===== src/rtl/mem_port_arbiter_pkg.sv =====
// Shared types and default widths for the IF/MEM backing-memory arbiter.
package cpu_mem_pkg;

  localparam int ADDR_W_DEF = 32;
  localparam int DATA_W_DEF = 32;

  typedef enum logic [1:0] {
    IDLE    = 2'd0,
    BUSY_IF = 2'd1,
    BUSY_DM = 2'd2,
    RESP    = 2'd3
  } arb_state_t;

  typedef enum logic {
    GNT_IF = 1'b0,
    GNT_DM = 1'b1
  } grant_t;

endpackage


===== src/rtl/mem_port_arbiter_if.sv =====
// Bundle of the fetch port, data port and backing-memory port.
// The slave modport is the arbiter's view; master is the surrounding pipeline and memory.
interface mem_port_arbiter_if
  import cpu_mem_pkg::*;
#(
  parameter int ADDR_W = ADDR_W_DEF,
  parameter int DATA_W = DATA_W_DEF
);

  logic              if_req_i;
  logic [ADDR_W-1:0] if_addr_i;
  logic [DATA_W-1:0] if_rdata_o;
  logic              if_ack_o;

  logic              dm_req_i;
  logic              dm_we_i;
  logic [ADDR_W-1:0] dm_addr_i;
  logic [DATA_W-1:0] dm_wdata_i;
  logic [DATA_W-1:0] dm_rdata_o;
  logic              dm_ack_o;

  logic              mem_req_o;
  logic              mem_we_o;
  logic [ADDR_W-1:0] mem_addr_o;
  logic [DATA_W-1:0] mem_wdata_o;
  logic [DATA_W-1:0] mem_rdata_i;
  logic              mem_ack_i;

  modport slave (
    input  if_req_i, if_addr_i,
    output if_rdata_o, if_ack_o,
    input  dm_req_i, dm_we_i, dm_addr_i, dm_wdata_i,
    output dm_rdata_o, dm_ack_o,
    output mem_req_o, mem_we_o, mem_addr_o, mem_wdata_o,
    input  mem_rdata_i, mem_ack_i
  );

  modport master (
    output if_req_i, if_addr_i,
    input  if_rdata_o, if_ack_o,
    output dm_req_i, dm_we_i, dm_addr_i, dm_wdata_i,
    input  dm_rdata_o, dm_ack_o,
    input  mem_req_o, mem_we_o, mem_addr_o, mem_wdata_o,
    output mem_rdata_i, mem_ack_i
  );

endinterface


===== src/rtl/mem_port_arbiter_sat_counter.sv =====
// Saturating up-counter used to count pipeline stall cycles.
module sat_counter #(
  parameter int CNT_W = 16
) (
  input  logic             clk_i,
  input  logic             rst_i,
  input  logic             inc_i,
  output logic [CNT_W-1:0] cnt_o
);

  logic [CNT_W-1:0] cnt_q, cnt_d;

  // Count up while asked to, but stick at all-ones instead of wrapping.
  always_comb begin
    cnt_d = cnt_q;
    if (inc_i && (cnt_q != {CNT_W{1'b1}})) begin
      cnt_d = cnt_q + CNT_W'(1);
    end
  end

  // Counter register, cleared by the shared reset.
  always_ff @(posedge clk_i or posedge rst_i) begin
    if (rst_i) begin
      cnt_q <= '0;
    end else begin
      cnt_q <= cnt_d;
    end
  end

  assign cnt_o = cnt_q;

endmodule


===== src/rtl/mem_port_arbiter.sv =====
// Arbiter sharing one single-ported memory between instruction fetch and load/store.
// Optional build macro MEM_ARB_RR_EN: round-robin tie-breaking instead of data-first.
module mem_port_arbiter
  import cpu_mem_pkg::*;
#(
  parameter int ADDR_W = ADDR_W_DEF,
  parameter int DATA_W = DATA_W_DEF,
  parameter int CNT_W  = 16
) (
  input  logic              clk_i,
  input  logic              rst_i,
  mem_port_arbiter_if.slave bus,
  output logic              stall_o,
  output logic [CNT_W-1:0]  stall_cnt_o
);

  localparam logic [1:0] ST_IDLE    = IDLE;
  localparam logic [1:0] ST_BUSY_IF = BUSY_IF;
  localparam logic [1:0] ST_BUSY_DM = BUSY_DM;
  localparam logic [1:0] ST_RESP    = RESP;

  logic [1:0]        state_q, state_d;
  logic              mem_req_q, mem_req_d;
  logic              mem_we_q, mem_we_d;
  logic [ADDR_W-1:0] mem_addr_q, mem_addr_d;
  logic [DATA_W-1:0] mem_wdata_q, mem_wdata_d;
  logic [DATA_W-1:0] if_rdata_q, if_rdata_d;
  logic [DATA_W-1:0] dm_rdata_q, dm_rdata_d;
  logic              if_ack_q, if_ack_d;
  logic              dm_ack_q, dm_ack_d;
  logic              pick_dm;

`ifdef MEM_ARB_RR_EN
  grant_t last_grant_q, last_grant_d;

  // On a tie, the requester that was not served last time goes first.
  always_comb begin
    pick_dm = bus.dm_req_i & (~bus.if_req_i | (last_grant_q == GNT_IF));
  end

  // Remember who won each grant taken from IDLE.
  always_comb begin
    last_grant_d = last_grant_q;
    if (state_q == ST_IDLE) begin
      if (pick_dm) begin
        last_grant_d = GNT_DM;
      end else if (bus.if_req_i) begin
        last_grant_d = GNT_IF;
      end
    end
  end

  // Round-robin history register.
  always_ff @(posedge clk_i or posedge rst_i) begin
    if (rst_i) begin
      last_grant_q <= GNT_IF;
    end else begin
      last_grant_q <= last_grant_d;
    end
  end
`else
  // Data always wins: the load/store belongs to the older instruction.
  always_comb begin
    pick_dm = bus.dm_req_i;
  end
`endif

  // Grant, hold the memory request until it completes, then spend one cycle acking.
  always_comb begin
    state_d     = state_q;
    mem_req_d   = mem_req_q;
    mem_we_d    = mem_we_q;
    mem_addr_d  = mem_addr_q;
    mem_wdata_d = mem_wdata_q;
    if_rdata_d  = if_rdata_q;
    dm_rdata_d  = dm_rdata_q;
    if_ack_d    = 1'b0;
    dm_ack_d    = 1'b0;
    case (state_q)
      ST_IDLE: begin
        if (pick_dm) begin
          state_d     = ST_BUSY_DM;
          mem_req_d   = 1'b1;
          mem_we_d    = bus.dm_we_i;
          mem_addr_d  = bus.dm_addr_i;
          mem_wdata_d = bus.dm_wdata_i;
        end else if (bus.if_req_i) begin
          state_d    = ST_BUSY_IF;
          mem_req_d  = 1'b1;
          mem_we_d   = 1'b0;
          mem_addr_d = bus.if_addr_i;
        end
      end
      ST_BUSY_IF: begin
        if (bus.mem_ack_i) begin
          state_d    = ST_RESP;
          mem_req_d  = 1'b0;
          if_rdata_d = bus.mem_rdata_i;
          if_ack_d   = 1'b1;
        end
      end
      ST_BUSY_DM: begin
        if (bus.mem_ack_i) begin
          state_d    = ST_RESP;
          mem_req_d  = 1'b0;
          dm_rdata_d = bus.mem_rdata_i;
          dm_ack_d   = 1'b1;
        end
      end
      ST_RESP: begin
        state_d = ST_IDLE;
      end
      default: begin
        state_d   = ST_IDLE;
        mem_req_d = 1'b0;
      end
    endcase
  end

  // State and datapath registers; reset abandons any in-flight access.
  always_ff @(posedge clk_i or posedge rst_i) begin
    if (rst_i) begin
      state_q     <= ST_IDLE;
      mem_req_q   <= 1'b0;
      mem_we_q    <= 1'b0;
      mem_addr_q  <= '0;
      mem_wdata_q <= '0;
      if_rdata_q  <= '0;
      dm_rdata_q  <= '0;
      if_ack_q    <= 1'b0;
      dm_ack_q    <= 1'b0;
    end else begin
      state_q     <= state_d;
      mem_req_q   <= mem_req_d;
      mem_we_q    <= mem_we_d;
      mem_addr_q  <= mem_addr_d;
      mem_wdata_q <= mem_wdata_d;
      if_rdata_q  <= if_rdata_d;
      dm_rdata_q  <= dm_rdata_d;
      if_ack_q    <= if_ack_d;
      dm_ack_q    <= dm_ack_d;
    end
  end

  assign bus.mem_req_o   = mem_req_q;
  assign bus.mem_we_o    = mem_we_q;
  assign bus.mem_addr_o  = mem_addr_q;
  assign bus.mem_wdata_o = mem_wdata_q;
  assign bus.if_rdata_o  = if_rdata_q;
  assign bus.dm_rdata_o  = dm_rdata_q;
  assign bus.if_ack_o    = if_ack_q;
  assign bus.dm_ack_o    = dm_ack_q;

  // The pipeline freezes while any requester is waiting and not being acked this cycle.
  always_comb begin
    stall_o = (bus.if_req_i & ~if_ack_q) | (bus.dm_req_i & ~dm_ack_q);
  end

  sat_counter #(
    .CNT_W (CNT_W)
  ) u_stall_cnt (
    .clk_i (clk_i),
    .rst_i (rst_i),
    .inc_i (stall_o),
    .cnt_o (stall_cnt_o)
  );

endmodule


===== src/flat_wrapper.sv =====
// flat-port wrapper written by rule: the top's interface ports become plain ports
module mem_port_arbiter_flat import cpu_mem_pkg::*;
#(
  parameter int ADDR_W = ADDR_W_DEF,
  parameter int DATA_W = DATA_W_DEF,
  parameter int CNT_W  = 16
)
  (clk_i, rst_i, stall_o, stall_cnt_o, bus_if_req_i, bus_if_addr_i, bus_if_rdata_o, bus_if_ack_o, bus_dm_req_i, bus_dm_we_i, bus_dm_addr_i, bus_dm_wdata_i, bus_dm_rdata_o, bus_dm_ack_o, bus_mem_req_o, bus_mem_we_o, bus_mem_addr_o, bus_mem_wdata_o, bus_mem_rdata_i, bus_mem_ack_i);
  mem_port_arbiter_if #(.ADDR_W(ADDR_W), .DATA_W(DATA_W)) bus_i ();
  input  logic clk_i;
  input  logic rst_i;
  output logic stall_o;
  output logic [CNT_W-1:0] stall_cnt_o;
  input wire logic [$bits(bus_i.if_req_i)-1:0] bus_if_req_i;
  input wire logic [$bits(bus_i.if_addr_i)-1:0] bus_if_addr_i;
  output wire logic [$bits(bus_i.if_rdata_o)-1:0] bus_if_rdata_o;
  output wire logic [$bits(bus_i.if_ack_o)-1:0] bus_if_ack_o;
  input wire logic [$bits(bus_i.dm_req_i)-1:0] bus_dm_req_i;
  input wire logic [$bits(bus_i.dm_we_i)-1:0] bus_dm_we_i;
  input wire logic [$bits(bus_i.dm_addr_i)-1:0] bus_dm_addr_i;
  input wire logic [$bits(bus_i.dm_wdata_i)-1:0] bus_dm_wdata_i;
  output wire logic [$bits(bus_i.dm_rdata_o)-1:0] bus_dm_rdata_o;
  output wire logic [$bits(bus_i.dm_ack_o)-1:0] bus_dm_ack_o;
  output wire logic [$bits(bus_i.mem_req_o)-1:0] bus_mem_req_o;
  output wire logic [$bits(bus_i.mem_we_o)-1:0] bus_mem_we_o;
  output wire logic [$bits(bus_i.mem_addr_o)-1:0] bus_mem_addr_o;
  output wire logic [$bits(bus_i.mem_wdata_o)-1:0] bus_mem_wdata_o;
  input wire logic [$bits(bus_i.mem_rdata_i)-1:0] bus_mem_rdata_i;
  input wire logic [$bits(bus_i.mem_ack_i)-1:0] bus_mem_ack_i;
  assign bus_i.if_req_i = bus_if_req_i;
  assign bus_i.if_addr_i = bus_if_addr_i;
  assign bus_if_rdata_o = bus_i.if_rdata_o;
  assign bus_if_ack_o = bus_i.if_ack_o;
  assign bus_i.dm_req_i = bus_dm_req_i;
  assign bus_i.dm_we_i = bus_dm_we_i;
  assign bus_i.dm_addr_i = bus_dm_addr_i;
  assign bus_i.dm_wdata_i = bus_dm_wdata_i;
  assign bus_dm_rdata_o = bus_i.dm_rdata_o;
  assign bus_dm_ack_o = bus_i.dm_ack_o;
  assign bus_mem_req_o = bus_i.mem_req_o;
  assign bus_mem_we_o = bus_i.mem_we_o;
  assign bus_mem_addr_o = bus_i.mem_addr_o;
  assign bus_mem_wdata_o = bus_i.mem_wdata_o;
  assign bus_i.mem_rdata_i = bus_mem_rdata_i;
  assign bus_i.mem_ack_i = bus_mem_ack_i;
  mem_port_arbiter #(.ADDR_W(ADDR_W), .DATA_W(DATA_W), .CNT_W(CNT_W)) u_core (.clk_i(clk_i), .rst_i(rst_i), .bus(bus_i), .stall_o(stall_o), .stall_cnt_o(stall_cnt_o));
endmodule

===== config.mk =====
export PLATFORM = sky130hd
export DESIGN_NAME = mem_port_arbiter_flat
export DESIGN_NICKNAME = d
export VERILOG_FILES = /design/src/rtl/mem_port_arbiter_pkg.sv /design/src/rtl/mem_port_arbiter_if.sv /design/src/rtl/mem_port_arbiter_sat_counter.sv /design/src/rtl/mem_port_arbiter.sv /design/src/flat_wrapper.sv
export SDC_FILE = /design/constraint.sdc
export NUM_CORES = 1
export LEC_CHECK = 0
export BUFFER_PORTS_ARGS = -buffer_cell sky130_fd_sc_hd__buf_2
export CAP_MARGIN = 20
export CORE_ASPECT_RATIO = 1.2
export CORE_MARGIN = 1.5
export CORE_UTILIZATION = 30
export CTS_CLUSTER_DIAMETER = 150
export DETAILED_ROUTE_END_ITERATION = 12
export GPL_TIMING_DRIVEN = 0
export SLEW_MARGIN = 10
export SYNTH_ARGS = -nofsm -noshare
export SYNTH_HDL_FRONTEND = slang
export SYNTH_SLANG_ARGS = --single-unit

===== constraint.sdc =====
create_clock -name clk_i -period 5.84 [get_ports clk_i]
set_input_delay 0.876 -clock clk_i [delete_from_list [all_inputs] [get_ports clk_i]]
set_output_delay 0.876 -clock clk_i [all_outputs]
set_load 0.05 [all_outputs]

# Yosys cells after proc, flatten, opt, wreduce, memory -nomap -nowiden
# Index checks and enable logic that the tools add are counted.
# Widths: inputs -> output; s select.
# totals
ff_bits	150
output_inout_bits	149
elab_cells	48
# classes
addsub	1
eq_ne	6
muxes	15
bitwise	5
n_reduce_logical	11
# ops
operator	count
$mux 32	2
$add 16x1->16 const B	1
$ne 16x16->1 const B	1
$reduce_and 2->1	5
$mux 1	8
$mux 2	3
$pmux 2 s3	1
$eq 2x2->1 const B	2
$reduce_bool 2->1	2
$ne 3x3->1 const B	1
$reduce_and 3->1	1
$and 1x1->1	2
$eq 2x1->1 const B	1
$logic_not 2->1	1
$ne 2x1->1 const B	1
$not 1->1	2
$pmux 1 s2	1
$reduce_or 2->1	1
$logic_and 1x1->1	1
$or 1x1->1	1

# Logic depth before layout (Yosys ltp)
# logic_depth
word_depth	4
ltp_mapped	7
depth_no_buf	6

# Modules after synthesis
# From an unflattened synthesis, not the netlist that was laid out.
# unflattened
cells_unflattened	443
hier_area_um2	6142.1
# modules_own_cells
module	instances	cells_per_inst	area_each_um2	seq_area_each_um2
mem_port_arbiter	1	372	5336.4	3353.2
sat_counter	1	71	805.8	400.4

# Worst setup path before layout
# Ideal clock, no wire load.
# synth_timing
path_kind	input to output
from	in bus_dm_req_i
to	out stall_o
arrival_ns	1.499
slack_ns	3.465
path_stages	3
path_buffers	0
path_cell_list	nor2b_1 > nor2_1 > inv_1
# synth_between
elab_chain_cells	2
# synth_lines
item	line	text
start, declared	flat_wrapper.sv:18	input wire logic [$bits(bus_i.dm_req_i)-1:0] bus_dm_req_i;
$and 1x1->1	mem_port_arbiter.sv:156	stall_o = (bus.if_req_i & ~if_ack_q) | (bus.dm_req_i & ~dm_ack_q);
$or 1x1->1	mem_port_arbiter.sv:156	
end, declared	flat_wrapper.sv:12	output logic stall_o;
# Every way passes these cells.

# Worst setup path after layout
# layout_timing
from	in bus_if_req_i
to	out stall_o
# layout_between
elab_chain_cells	2
# layout_lines
item	line	text
start, declared	flat_wrapper.sv:14	input wire logic [$bits(bus_i.if_req_i)-1:0] bus_if_req_i;
$and 1x1->1	mem_port_arbiter.sv:156	
$or 1x1->1	mem_port_arbiter.sv:156	
# Every way passes these cells.

==> results_dict.tcl <==
set metrics [dict create \
    drc 0 \
    cp.required_ns 4.96 \
    final.setup_skew_ns 0.00709 \
    grt_usage_pct 14.6 \
    cts_root_buf "clkbuf_16" \
    wirelength_um 15300 \
    start_kind "primary input" \
    async_flop_share_pct 100 \
    design.die.area_sq_um 21300 \
    syn_inst 448 \
    setup_tns_ns 0 \
    cts_setup_buffers 0 \
    max_cap_viol_count 0 \
    final-max-slew-violation-count 0 \
    r2r_slack_ns 3.86 \
    syn_avg_cell_area_sq_um 13.7 \
    worst_pin_slew_ns 0.643 \
    synth-main-ff-cell "dfrtp_1" \
    dpl.hpwl_um 11400 \
    ys_warn_count 0 \
    via_per_inst 4.42 \
    nNetsFinal 890 \
    hold_buffers 0 \
    arrival_ns 1.66 \
    slew_headroom_pct 57.1 \
    grt_pass1_wl_um 24200 \
    endpoint_kind "output pin" \
    critPathMaxFanout 4 \
    finalCoreUtilization_pct 42.3 \
    synth_top_area_share_pct 61.3 \
    num-fill-cells 1985 \
    wl_per_cell_um 14.9 \
    r2r-start "u_core.state_q[1]" \
    grt_pass1_vias 4735 \
    synthDistinctLibCells 35 \
    antenna_left 0 \
    synth_nets 588 \
    synth-edff-count 0 \
    multiInputGateArea_sq_um 2250 \
    clk_latency_ns 0.41 \
    place.gp.congestion 0.721 \
    htreeDepth 4 \
    placement.io_buffers 282 \
    grt_remaining_overflow 0 \
    rows 57 \
    cts_buffers 17 \
    finalCriticalPeriod_ns 2.54 \
    hold_viol 0 \
    cts.sink_count 150 \
    yosysTopAreaCell "dfrtp_1" \
    fin_crit_sh_pct 43.4 \
    clk_pin_slew_ns 0.06 \
    area_delta_synth_final_pct 38.9 \
    path_class "primary input to output pin" \
    cts_tree "built" \
    seq_area_frac_synth_pct 61.3 \
    drt_first_pass_iters 4 \
    die_h_um 159 \
    die_w_um 133 \
    ioPinCount 283 \
    drive_gt1_share_pct 55.8 \
    report.final.setup_viol 0 \
    grt_max_degree 79 \
    synth_area_sq_um 6120 \
    worst_hold_startpoint "u_core.bus.mem_addr_o[5]" \
    ys_seq_elements 150 \
    seq_area_sq_um 3750 \
    antenna_found_initial 2 \
    min_path_type "register to register" \
    initial_core_util_pct 30.4 \
    clock_path_buffers 2 \
    synth_area_leaders "dfrtp_1 61%, mux2_2 18%, mux2i_1 5.4%, o21ai_0 3.1%, nand2_1 2.5%" \
    rsz0062_at_grt "no" \
    status "finished clean" \
    vias 4539 \
    fmax_mhz 394 \
    drtIter0Drc 176 \
    startpoint "bus_if_req_i" \
    coreArea_sq_um 20100 \
    postCtsResizedCells 0 \
]
layer usage:
layer / GRT usage, % / wire length (um)
met5: 0 / 12
met4: 6.62 / 406
met3: 4.39 / 1010
met2: 25.3 / 7860
met1: 16.3 / 6050
area by class of cell:
class                           instances  share of cell area (%)
Antenna cell                            1                  0.0294
Buffer                                 20                   0.986
Clock buffer                           21                    5.65
Clock inverter                         10                    1.41
Inverter                                9                   0.486
Multi-Input combinational cell        269                    26.5
Sequential cell                       150                    44.2
Tap cell                              265                    3.90
Timing Repair Buffer                  283                    16.9
cells by family (layout without fill, tap and decap cells):
kind of cell | Yosys count | after routing | share of synthesized area (%)
buffers and inverters | 29 | 343 | 1.92
AOI/OAI and AO/OA | 45 | 45 | 3.97
and+or+nand+nor | 74 | 74 | 6.17
adders and majority gates | 6 | 6 | 1.23
other | 0 | 1 | 0
xor gates and xnor gates | 12 | 12 | 1.72
DFF | 150 | 150 | 61.3
muxes | 132 | 132 | 23.7
per-stage QoR:
step / instance area, sq um / instances / hold slack (ns) / worst slack (ns)
finish: 8500 / 1028 / 0.476 / 3.30
CTS: 8500 / 1027 / 0.481 / 3.29
floorplan: 6120 / 448 / 0.539 / 0.928
global route: 8500 / 1028 / 0.499 / 3.19
global placement: 7860 / 995 / 0.459 / -1.06
detailed placement: 7900 / 996 / 0.466 / 3.29
synth_stat cells, types with 2 or more instances:
cell        n
ha_1        6
mux2i_1    33
nand4_1     3
nor3_1      6
o31ai_1     2
dfrtp_1   150
nor3b_1     3
xor2_1     11
inv_1       9
mux2_2     97
buf_2       7
clkbuf_1    7
nor2_1      5
o21ai_0    38
nand2_1    41
nand3_1     2
buf_1       6
nor4_1      3
nor2b_1     3
placed cells by master (no fill, tap or decap), types with 2 or more instances in the layout:
master and count:
buf_2 289, bufinv_16 2, o31ai_1 2, clkbuf_8 4
ha_1 6, clkinv_4 2, clkbuf_1 7, nand2_1 41
inv_6 2, nor4_1 3, o21ai_0 38, nor3b_1 3
clkinv_2 2, nor2_1 5, nand3_1 2, nand4_1 3
nor2b_1 3, clkinvlp_4 2, mux2i_1 33, clkbuf_16 17
xor2_1 11, nor3_1 6, inv_1 8, buf_1 6
dfrtp_1 150, mux2_2 97
registers in the layout (all words and copies together), names as in the netlist, 2 cells and up:
name	cells
u_core.bus.dm_rdata_o	32
u_core.u_stall_cnt.cnt_o	16
u_core.bus.if_rdata_o	32
u_core.state_q	2
u_core.bus.mem_wdata_o	32
u_core.bus.mem_addr_o	32
path summary, 6_finish.rpt:
kind,endpoint,cells after the start
setup / recovery,stall_o,5
hold / removal,u_core.bus.mem_addr_o[5],2
setup reg to reg,u_core.bus.if_rdata_o[7],5
hold reg to reg,u_core.bus.mem_addr_o[5],2
max in group asynchronous,u_core.bus.mem_addr_o[1],3
min in group asynchronous,u_core.bus.mem_wdata_o[31],2
worst max-delay path, cell delays in order:
cell,delay (ns)
buf_2,0.10
nor2b_1,0.25
nor2_1,0.12
inv_1,0.06
buf_2,0.25
Power is left out: the tool's default activity adds up to more than one toggle a clock period on the data nets, which glitch-free logic cannot reach.
